$ cat src/rtl/ps2_host_tx.sv
// PS/2 host-to-device transmitter: inhibit, request-to-send, clock out
// one command byte on device clock edges and check the device ack.
module ps2_host_tx #(
    parameter int INHIBIT_CYCLES = 2500,
    parameter int START_TIMEOUT  = 375000,
    parameter int XFER_TIMEOUT   = 50000
) (
    input  logic       clk25,
    input  logic       rst,
    input  logic [7:0] tx_data,
    input  logic       tx_valid,
    output logic       tx_ready,
    output logic       busy,
    input  logic       ps2_clk_in,
    input  logic       ps2_data_in,
    output logic       ps2_clk_oe,
    output logic       ps2_data_oe,
    output logic       tx_done,
    output logic       tx_error
);

    typedef enum logic [2:0] {
        S_IDLE,
        S_INHIBIT,
        S_RTS,
        S_WAIT_FIRST,
        S_BITS,
        S_ACK,
        S_WAIT_IDLE
    } state_t;

    localparam logic [18:0] INH_LAST   = 19'(INHIBIT_CYCLES - 1);
    localparam logic [18:0] START_LAST = 19'(START_TIMEOUT - 1);
    localparam logic [18:0] XFER_LAST  = 19'(XFER_TIMEOUT - 1);

    state_t      state_q, state_d;
    logic [9:0]  shift_q, shift_d;
    logic [3:0]  bit_cnt_q, bit_cnt_d;
    logic [18:0] to_cnt_q, to_cnt_d;
    logic        clk_oe_q, clk_oe_d;
    logic        data_oe_q, data_oe_d;
    logic        ready_q, ready_d;
    logic        busy_q, busy_d;
    logic        done_q, done_d;
    logic        error_q, error_d;

    // [0],[1] synchronizer stages, [2] previous synchronized level
    logic [2:0]  clk_sync_q;
    logic [1:0]  data_sync_q;

    logic clk_s;
    logic data_s;
    logic fe;

    assign clk_s  = clk_sync_q[1];
    assign data_s = data_sync_q[1];
    assign fe     = clk_sync_q[2] & ~clk_sync_q[1];

    always_ff @(posedge clk25) begin
        if (rst) begin
            state_q     <= S_IDLE;
            shift_q     <= '0;
            bit_cnt_q   <= '0;
            to_cnt_q    <= '0;
            clk_oe_q    <= 1'b0;
            data_oe_q   <= 1'b0;
            ready_q     <= 1'b1;
            busy_q      <= 1'b0;
            done_q      <= 1'b0;
            error_q     <= 1'b0;
            clk_sync_q  <= 3'b111;
            data_sync_q <= 2'b11;
        end else begin
            state_q     <= state_d;
            shift_q     <= shift_d;
            bit_cnt_q   <= bit_cnt_d;
            to_cnt_q    <= to_cnt_d;
            clk_oe_q    <= clk_oe_d;
            data_oe_q   <= data_oe_d;
            ready_q     <= ready_d;
            busy_q      <= busy_d;
            done_q      <= done_d;
            error_q     <= error_d;
            clk_sync_q  <= {clk_sync_q[1:0], ps2_clk_in};
            data_sync_q <= {data_sync_q[0], ps2_data_in};
        end
    end

    always_comb begin
        state_d   = state_q;
        shift_d   = shift_q;
        bit_cnt_d = bit_cnt_q;
        to_cnt_d  = to_cnt_q + 19'd1;
        data_oe_d = data_oe_q;
        done_d    = 1'b0;
        error_d   = 1'b0;

        unique case (state_q)
            S_IDLE: begin
                to_cnt_d = '0;
                if (tx_valid && ready_q) begin
                    shift_d   = {1'b1, ~^tx_data, tx_data};
                    bit_cnt_d = '0;
                    state_d   = S_INHIBIT;
                end
            end
            S_INHIBIT: begin
                if (to_cnt_q == INH_LAST) begin
                    to_cnt_d = '0;
                    state_d  = S_RTS;
                end
            end
            S_RTS: begin
                to_cnt_d = '0;
                state_d  = S_WAIT_FIRST;
            end
            S_WAIT_FIRST: begin
                if (fe) begin
                    data_oe_d = ~shift_q[0];
                    bit_cnt_d = 4'd1;
                    to_cnt_d  = '0;
                    state_d   = S_BITS;
                end else if (to_cnt_q == START_LAST) begin
                    error_d = 1'b1;
                    state_d = S_IDLE;
                end
            end
            S_BITS: begin
                if (to_cnt_q == XFER_LAST) begin
                    error_d = 1'b1;
                    state_d = S_IDLE;
                end else if (fe) begin
                    data_oe_d = ~shift_q[bit_cnt_q];
                    bit_cnt_d = bit_cnt_q + 4'd1;
                    if (bit_cnt_q == 4'd9) begin
                        state_d = S_ACK;
                    end
                end
            end
            S_ACK: begin
                if (to_cnt_q == XFER_LAST) begin
                    error_d = 1'b1;
                    state_d = S_IDLE;
                end else if (fe) begin
                    if (!data_s) begin
                        state_d = S_WAIT_IDLE;
                    end else begin
                        error_d = 1'b1;
                        state_d = S_IDLE;
                    end
                end
            end
            S_WAIT_IDLE: begin
                if (clk_s && data_s) begin
                    done_d  = 1'b1;
                    state_d = S_IDLE;
                end else if (to_cnt_q == XFER_LAST) begin
                    error_d = 1'b1;
                    state_d = S_IDLE;
                end
            end
            default: begin
                state_d = S_IDLE;
            end
        endcase

        // Outputs are registered copies of what the next state requires
        clk_oe_d = (state_d == S_INHIBIT) || (state_d == S_RTS);
        if (state_d == S_RTS) begin
            data_oe_d = 1'b1;
        end
        if (state_d == S_IDLE) begin
            data_oe_d = 1'b0;
        end
        ready_d = (state_d == S_IDLE);
        busy_d  = (state_d != S_IDLE);
    end

    assign tx_ready    = ready_q;
    assign busy        = busy_q;
    assign ps2_clk_oe  = clk_oe_q;
    assign ps2_data_oe = data_oe_q;
    assign tx_done     = done_q;
    assign tx_error    = error_q;

endmodule

$ cat config.mk
export PLATFORM = sky130hd
export DESIGN_NAME = ps2_host_tx
export DESIGN_NICKNAME = d
export VERILOG_FILES = /design/src/rtl/ps2_host_tx.sv
export SDC_FILE = /design/constraint.sdc
export NUM_CORES = 1
export LEC_CHECK = 0
export ABC_AREA = 1
export BUFFER_PORTS_ARGS = -buffer_cell sky130_fd_sc_hd__buf_4
export CORE_ASPECT_RATIO = 1.1
export CORE_MARGIN = 5
export CORE_UTILIZATION = 55
export CTS_CLUSTER_SIZE = 30
export DETAILED_ROUTE_END_ITERATION = 6
export GPL_TIMING_DRIVEN = 1
export PLACE_DENSITY = 0.81
export RECOVER_POWER = 25
export SLEW_MARGIN = 20
export SYNTH_ARGS = -nofsm -noshare
export SYNTH_HDL_FRONTEND = slang
export SYNTH_SLANG_ARGS = --single-unit
$ cat constraint.sdc
create_clock -name clk25 -period 2.4 [get_ports clk25]
set_input_delay 0.24 -clock clk25 [delete_from_list [all_inputs] [get_ports clk25]]
set_output_delay 0.24 -clock clk25 [all_outputs]
set_load 0.02 [all_outputs]
==> out/qor.yml, run 1 <==
status:
  status: "complete, no violations"
placement:
  port_buffers: 18
  dp_cells: 416
  dp_hpwl_mm: 3.91
  gp_congestion: 0.871
  place_ws_ns: 0.659
timing:
  clock_skew_ns: 0.0147
  report.final.slew_viol_count: 0
  hold_violations: 0
  setup_tns_ns: 0
  setup_viol: 0
  clock.fmax_ghz: 0.548
  post-route-period-util_pct: 76.1
  worstMarginPinSlew_ns: 0.764
  finalCriticalPeriod_ns: 1.83
  relSlewSlack_pct: 49.1
  grt_setup_unrepaired: "no"
  setup_slack_ns: 0.575
cts:
  postCtsSetupBuffers: 0
  clock-sinks: 47
  clock_latency_ns: 0.31
  cts_hold_buf: 0
  clk_pin_slew_worst_paths_ns: 0.09
  cts_resized: 0
  htree_levels: 2
  clk_path_buf_depth: 2
  root_buffer: "clkbuf_8"
  cts_buffers: 5
  cts_tree: "done"
synth:
  syn_area_per_cell_um2: 7.40
  synthTopCellsByArea: "dfxtp_1, nor2_1, nand2_1, inv_1, nand3_2"
  ys_seq_area_share_pct: 36.9
  yosysUniqueCellTypes: 37
  ys_seq_elements: 47
  syn_nets: 361
  yosysTopAreaCellShare_pct: 36.9
  synthArstFlopShare_pct: 0
  synth.largest_area_cell: "dfxtp_1"
  synth_edf_count: 0
  synth_warnings: 0
  synth_cells: 345
  synthFlopType: "dfxtp_1"
  synth_area_um2: 2550
route:
  routed_via_density: 5.13
  routed_wl_mm: 5.21
  final_antenna_net_count: 0
  drtIter0Drc: 181
  drc: 0
  dr.pass1.iters: 4
  post_drt_wl_per_cell_um: 12.3
  vias: 2173
global_route:
  grt_start_max_net_pins: 19
  grt_pass1_wl_mm: 9.22
  grt_pass1_vias: 2103
  grt_overflow: 0
  gr-usage-all-layers_pct: 19.4
  antenna_found_initial: 0
pwr:
  p_sw_share_pct: 25.9
  p_switching_mw: 0.419
  cellLeakagePower_nw: 1.16
  powerDensity_nw_per_um2: 573
  p_seq_share_pct: 51.6
  clkPwrFrac_pct: 37.4
  pwr-share-comb_pct: 11.0
  internal_power_mw: 1.20
  p_total_mw: 1.62
  vdd_drop_max_mv: 0.358
die:
  initial_utilization_pct: 55.6
  die_y_um: 81.5
  pin_count: 19
  core-area_um2: 4590
  dieArea_um2: 6110
  die_w_um: 75.0
  num_rows: 26
setup_path:
  required_ns: 2.59
  criticalPathCategory: "register to register"
  cp-start-kind: "register"
  arrival_ns: 2.02
  cp_max_fo: 4
  crit_path_end_kind: "register"
layout:
  fillers: 426
  area_growth_pct: 10.8
  layout-drive-gt1-share_pct: 22.0
  antenna_cells: 0
  multiInputGateArea_um2: 1420
  final_nets: 383
  final_cells: 424
  regArea_um2: 941
hold_path:
  hold_class: "input pin to register"
flow_run:
  cap_viol_max_count: 0
[final timing paths]
kind             startpoint              to  cells after the start  slack (ns)
max reg2reg     to_cnt_q[0]    to_cnt_q[16]                     10        0.57
max             to_cnt_q[0]    to_cnt_q[16]                     10        0.57
min reg2reg  data_sync_q[0]  data_sync_q[1]                      1        0.41
min              ps2_clk_in   clk_sync_q[0]                      2        0.12
[Yosys cell counts (2+ instances only)]
cell / count
a21oi_1: 8
clkbuf_1: 2
clkinv_1: 3
clkinv_2: 2
dfxtp_1: 47
ha_1: 3
inv_1: 32
inv_2: 8
nand2_1: 45
nand2_2: 11
nand2_4: 2
nand3_1: 17
nand3_2: 10
nand4_1: 8
nor2_1: 66
nor2_2: 10
nor2_4: 5
nor3_1: 11
nor3_2: 2
nor3_4: 2
o21ai_0: 15
o21ai_1: 4
or2_2: 4
xnor2_1: 7
xor2_1: 9
[sequential cells by signal, summed over array words and instances, names as in the netlist]
| name | count |
|---|---|
| ps2_clk_oe | 1 |
| tx_error | 1 |
| tx_done | 1 |
| to_cnt_q | 19 |
| tx_ready | 1 |
| busy | 1 |
| ps2_data_oe | 1 |
| data_sync_q | 2 |
| state_q | 3 |
| shift_q | 10 |
| bit_cnt_q | 4 |
| clk_sync_q | 3 |
[cell type report]
cell class	count	area share, %
clock buffer	5	2.43
clock inverter	3	1.68
inverter	45	6.06
multi-input combinational	249	50.1
sequential	47	33.3
tap	56	2.48
timing repair buffer	19	3.98
[power by group through the flow]
| stage | Combinational, mW | Clock (mW) | Sequential [mW] |
|---|---|---|---|
| 6_report | 0.179 | 0.605 | 0.836 |
| 5_1_grt | 0.205 | 0.647 | 0.842 |
| 4_1_cts | 0.186 | 0.613 | 0.836 |
| 3_5_place_dp | 0.186 | 0 | 0.855 |
| 3_3_place_gp | 0.183 | 0 | 0.854 |
| 2_1_floorplan | 0.130 | 0 | 0.856 |
[layout by cell type, fill, tap and decap left out, types with 9 or more instances in the layout]
cell type,count
buf_4,11
dfxtp_1,47
inv_1,32
nand2_1,45
nand2_2,11
nand3_1,17
nand3_2,10
nor2_1,66
nor2_2,10
nor3_1,11
o21ai_0,15
xor2_1,9
[stage by stage]
stage | area [µm²] | hold WS [ns] | utilization, %
3_5_place_dp | 2740 | 0.407 | 59.8
6_report | 2830 | 0.123 | 61.6
2_1_floorplan | 2550 | 0.344 | -
4_1_cts | 2860 | 0.119 | 62.3
3_3_place_gp | 2740 | 0.410 | 59.8
5_1_grt | 2830 | 0.120 | 61.6
[critical path, cell delays in order, from the launching register on]
cell     delay (ns)
dfxtp_1        0.37
ha_1           0.23
nand3_2        0.13
nor2_2         0.13
inv_2          0.06
nor2_4         0.12
nand2_1        0.08
nor2_1         0.16
nand4_1        0.15
nor3_1         0.21
nor3_1         0.06
[kinds of logic after synthesis]
family,synth area share (%)
buffers and inverters,7.65
DFF,36.9
adders and majority gates,1.47
AOI/OAI and AO/OA,7.50
and+or+nand+nor,41.0
xor gates and xnor gates,5.49
[metal layers]
metal / GRT usage [%] / routed length (µm) / up-vias
met4: 6.41 / 92 / 0
li1: - / - / 1147
met5: 0 / 0 / -
met1: 23.4 / 2330 / 977
met2: 34.1 / 2570 / 41
met3: 3.67 / 217 / 8
Power figures use the tool's default switching activity.
==> inputs of run 2 (changes only) <==
--- a/config.mk
+++ b/config.mk
@@ -5,15 +5,15 @@
 export SDC_FILE = /design/constraint.sdc
 export NUM_CORES = 1
 export LEC_CHECK = 0
-export ABC_AREA = 1
+export ABC_AREA = 0
 export BUFFER_PORTS_ARGS = -buffer_cell sky130_fd_sc_hd__buf_4
 export CORE_ASPECT_RATIO = 1.1
 export CORE_MARGIN = 5
-export CORE_UTILIZATION = 55
+export CORE_UTILIZATION = 53
 export CTS_CLUSTER_SIZE = 30
 export DETAILED_ROUTE_END_ITERATION = 6
 export GPL_TIMING_DRIVEN = 1
-export PLACE_DENSITY = 0.81
+export PLACE_DENSITY = 0.82
 export RECOVER_POWER = 25
 export SLEW_MARGIN = 20
 export SYNTH_ARGS = -nofsm -noshare
==> constraint.sdc (replaced) <==
create_clock -name clk25 -period 1.6 [get_ports clk25]
set_input_delay 0.16 -clock clk25 [delete_from_list [all_inputs] [get_ports clk25]]
set_output_delay 0.16 -clock clk25 [all_outputs]
set_load 0.02 [all_outputs]
==> out/qor.yml, run 2 <==
timing:
  holdWs_ns: 0.0269  # -0.0963 ns
  clock.fmax_ghz: 0.474  # -14%
  grt_setup_unrepaired: "yes"
  setup_viol: 31  # +31
  clock_skew_ns: 0.0109  # -0.00383 ns
  setup_tns_ns: -11.68  # -11.68 ns
  finalCriticalPeriod_ns: 2.11  # +0.285 ns
  setup_slack_ns: -0.510  # -1.09 ns
  relSlewSlack_pct: 32.4  # -17 points
  worstMarginPinSlew_ns: 1.01  # +0.250 ns
  report.final.slew_viol_count: 0  # unchanged
  hold_violations: 0  # unchanged
  post-route-period-util_pct: 132  # +56 points
global_route:
  gr-usage-all-layers_pct: 23.7  # +4.3 points
  grt_start_max_net_pins: 23  # +4
  antenna_found_initial: 0  # unchanged
  grt_overflow: 0  # unchanged
  grt_pass1_wl_mm: 10.8  # +17%
  grt_pass1_vias: 2348  # +12%
cts:
  clock-sinks: 47  # unchanged
  clk_pin_slew_worst_paths_ns: 0.10  # about the same
  clock_latency_ns: 0.31  # about the same
  htree_levels: 2  # unchanged
  cts_hold_buf: 0  # unchanged
  cts_buffers: 5  # unchanged
  cts_tree: "done"
  root_buffer: "clkbuf_8"
  clk_path_buf_depth: 2  # unchanged
route:
  routed_via_density: 5.76  # +12%
  dr.pass1.iters: 4  # unchanged
  routed_wl_mm: 7.02  # +35%
  final_antenna_net_count: 0  # unchanged
  drtIter0Drc: 173  # -4.4%
  drc: 0  # unchanged
  vias: 2343  # +7.8%
  post_drt_wl_per_cell_um: 17.2  # +40%
setup_path:
  arrival_ns: 2.32  # +0.30 ns
  critPathMaxStageDelay_ns: 0.45  # +0.08 ns
  critical_path.slowest_cell: "or3_1"
  criticalPathCategory: "register to register"
  r2r_slack_ns: -0.51  # -1.09 ns
  crit_chain: "or3_1 -> buf_4 -> o21ai_0 -> a21oi_1 -> nor2_1 -> a21boi_0 -> mux2_4"
  cp-startpoint: "to_cnt_q[16]"
  crit_path_end_kind: "register"
  critical_path_buf_inv_count: 1  # unchanged
  cp-start-kind: "register"
  required_ns: 1.81  # -0.78 ns
  cp_max_fo: 3  # -1
  critical-path-top-delay-family: "simple AND/OR/NAND/NOR gates"
  r2r_start: "to_cnt_q[16]"
layout:
  layout_common_cells: "buf_4, nor2_1, dfxtp_1"
  top_regs: "to_cnt_q (19), shift_q (10), bit_cnt_q (4)"
  layout-drive-gt1-share_pct: 43.3  # +21 points
  regMostFlops: "to_cnt_q"
  stdcell_area_um2: 3430  # +21%
  layout_commonest_cell: "buf_4"
  largest_register_ffs: 19  # unchanged
  final_nets: 368  # -3.9%
  area_growth_pct: 46.9
  antenna_cells: 0  # unchanged
synth:
  synth.largest_area_cell: "dfxtp_1"
  syn_area_per_cell_um2: 8.95  # +21%
  synth_warnings: 0  # unchanged
  synthArstFlopShare_pct: 0  # unchanged
  synth-compound-area-share_pct: 10.1  # +2.6 points
  synth_edf_count: 0  # unchanged
  yosysMostFrequentCell: "nor2_1"
  yosysTopAreaCellShare_pct: 40.3  # +3.4 points
  synth-simple-area-share_pct: 29.6  # -11 points
  synth_common_cells: "nor2_1, dfxtp_1, xnor2_1, nand2_1, xor2_1"
  synth_cells: 261  # -24%
  ys_seq_area_share_pct: 40.3  # +3.4 points
  synthAdderAreaFrac_pct: 1.61  # +0.14 points
  yosysUniqueCellTypes: 55  # +49%
  syn_nets: 277  # -23%
  synth_top_family_by_area: "simple AND/OR/NAND/NOR gates"
  synthFlopType: "dfxtp_1"
  synthTopCellsByArea: "dfxtp_1, nor2_1, xnor2_1, mux2i_1, xor2_1"
  synth.area.mux_share_pct: 7.34  # +7.3 points
  synth_area_um2: 2340  # -8.5%
  ys_seq_elements: 47  # unchanged
  yosys.area_share.xor_xnor_pct: 9.00  # +3.5 points
placement:
  dp_hpwl_mm: 4.32  # +11%
  gp_congestion: 0.831  # -4.5%
  dpl_cell_area_um2: 3090  # +13%
  port_buffers: 18  # unchanged
die:
  core-area_um2: 4290  # -6.6%
  initial_utilization_pct: 54.5  # -1.1 points
  dieArea_um2: 5840  # -4.4%
  num_rows: 25  # -3.8%
  die_y_um: 79.6  # -2.2%
  die_w_um: 73.3  # -2.2%
  pin_count: 19  # unchanged
flow_run:
  cap_viol_max_count: 0  # unchanged
status:
  violations: "setup timing"
  status: "complete, but fails checks"
pwr:
  powerDensity_nw_per_um2: 775  # +35%
  vdd_drop_max_mv: 0.700  # +95%
  cellLeakagePower_nw: 1.37  # +18%
  p_total_mw: 2.66  # +64%
hold_path:
  hold_class: "input pin to register"
  holdCritStartpoint: "ps2_clk_in"
## run 2: logic make-up (layout without fill, tap and decap cells)
kind of cell    after synthesis  in the layout
buf+inv                      12            104
compound gates               33             33
fa+ha+maj                     3              3
simple gates                128            128
flops                        47             47
mux                          14             14
xor+xnor                     24             24
## run 2: area by class of cell
cell class                 count  area, µm²
multi-input combinational    202       1520
inverter                       4       15.0
tap                           54       67.6
fill                         226        855
timing repair buffer          92        738
sequential                    47        955
clock buffer                   5       68.8
clock inverter                 3       67.6
## run 2: report_power, final
group	switching [mW]	internal [mW]	total, mW
Clock	0.429	0.623	1.05
Combinational	0.172	0.195	0.366
Sequential	0.0275	1.21	1.24
Total	0.628	2.03	2.66
## run 2: metrics by stage
stage	utilization, %	worst slack (ns)	cells
after floorplan	-	-0.431	261
after global placement	72.2	-0.371	393
after detailed placement	72.2	-0.432	393
after CTS	77.1	-0.395	404
after global routing	80.1	-0.522	407
final	80.1	-0.510	407
## run 2: path summary, 6_finish.rpt
kind / depth (start not counted) / to
max: 7 / ps2_clk_oe
min: 2 / clk_sync_q[0]
max reg2reg: 7 / ps2_clk_oe
min reg2reg: 1 / data_sync_q[1]
## run 2: timing repair
item / 4_1_cts / 5_1_grt
buffers inserted: 3 / 2
gates resized for setup: 13 / 18
endpoints found under the setup margin: 32 / 40
pin swaps: 5 / 4
gates cloned: 0 / 2
## run 2: worst register-to-register path: stages (launching register included)
cell      delay [ns]
dfxtp_1         0.35
or3_1           0.45
buf_4           0.18
o21ai_0         0.21
a21oi_1         0.12
nor2_1          0.25
a21boi_0        0.17
mux2_4          0.28
## run 2: per-layer routing
metal  share of wire, %  vias up  global-route usage [%]  routed length, µm
li1                   -     1107                       -                  -
met5                  0        -                       0                  0
met3                5.5       29                    4.66                386
met1                 41     1121                    27.4               2870
met2                 50       86                    40.7               3500
met4                3.7        0                    12.0                263
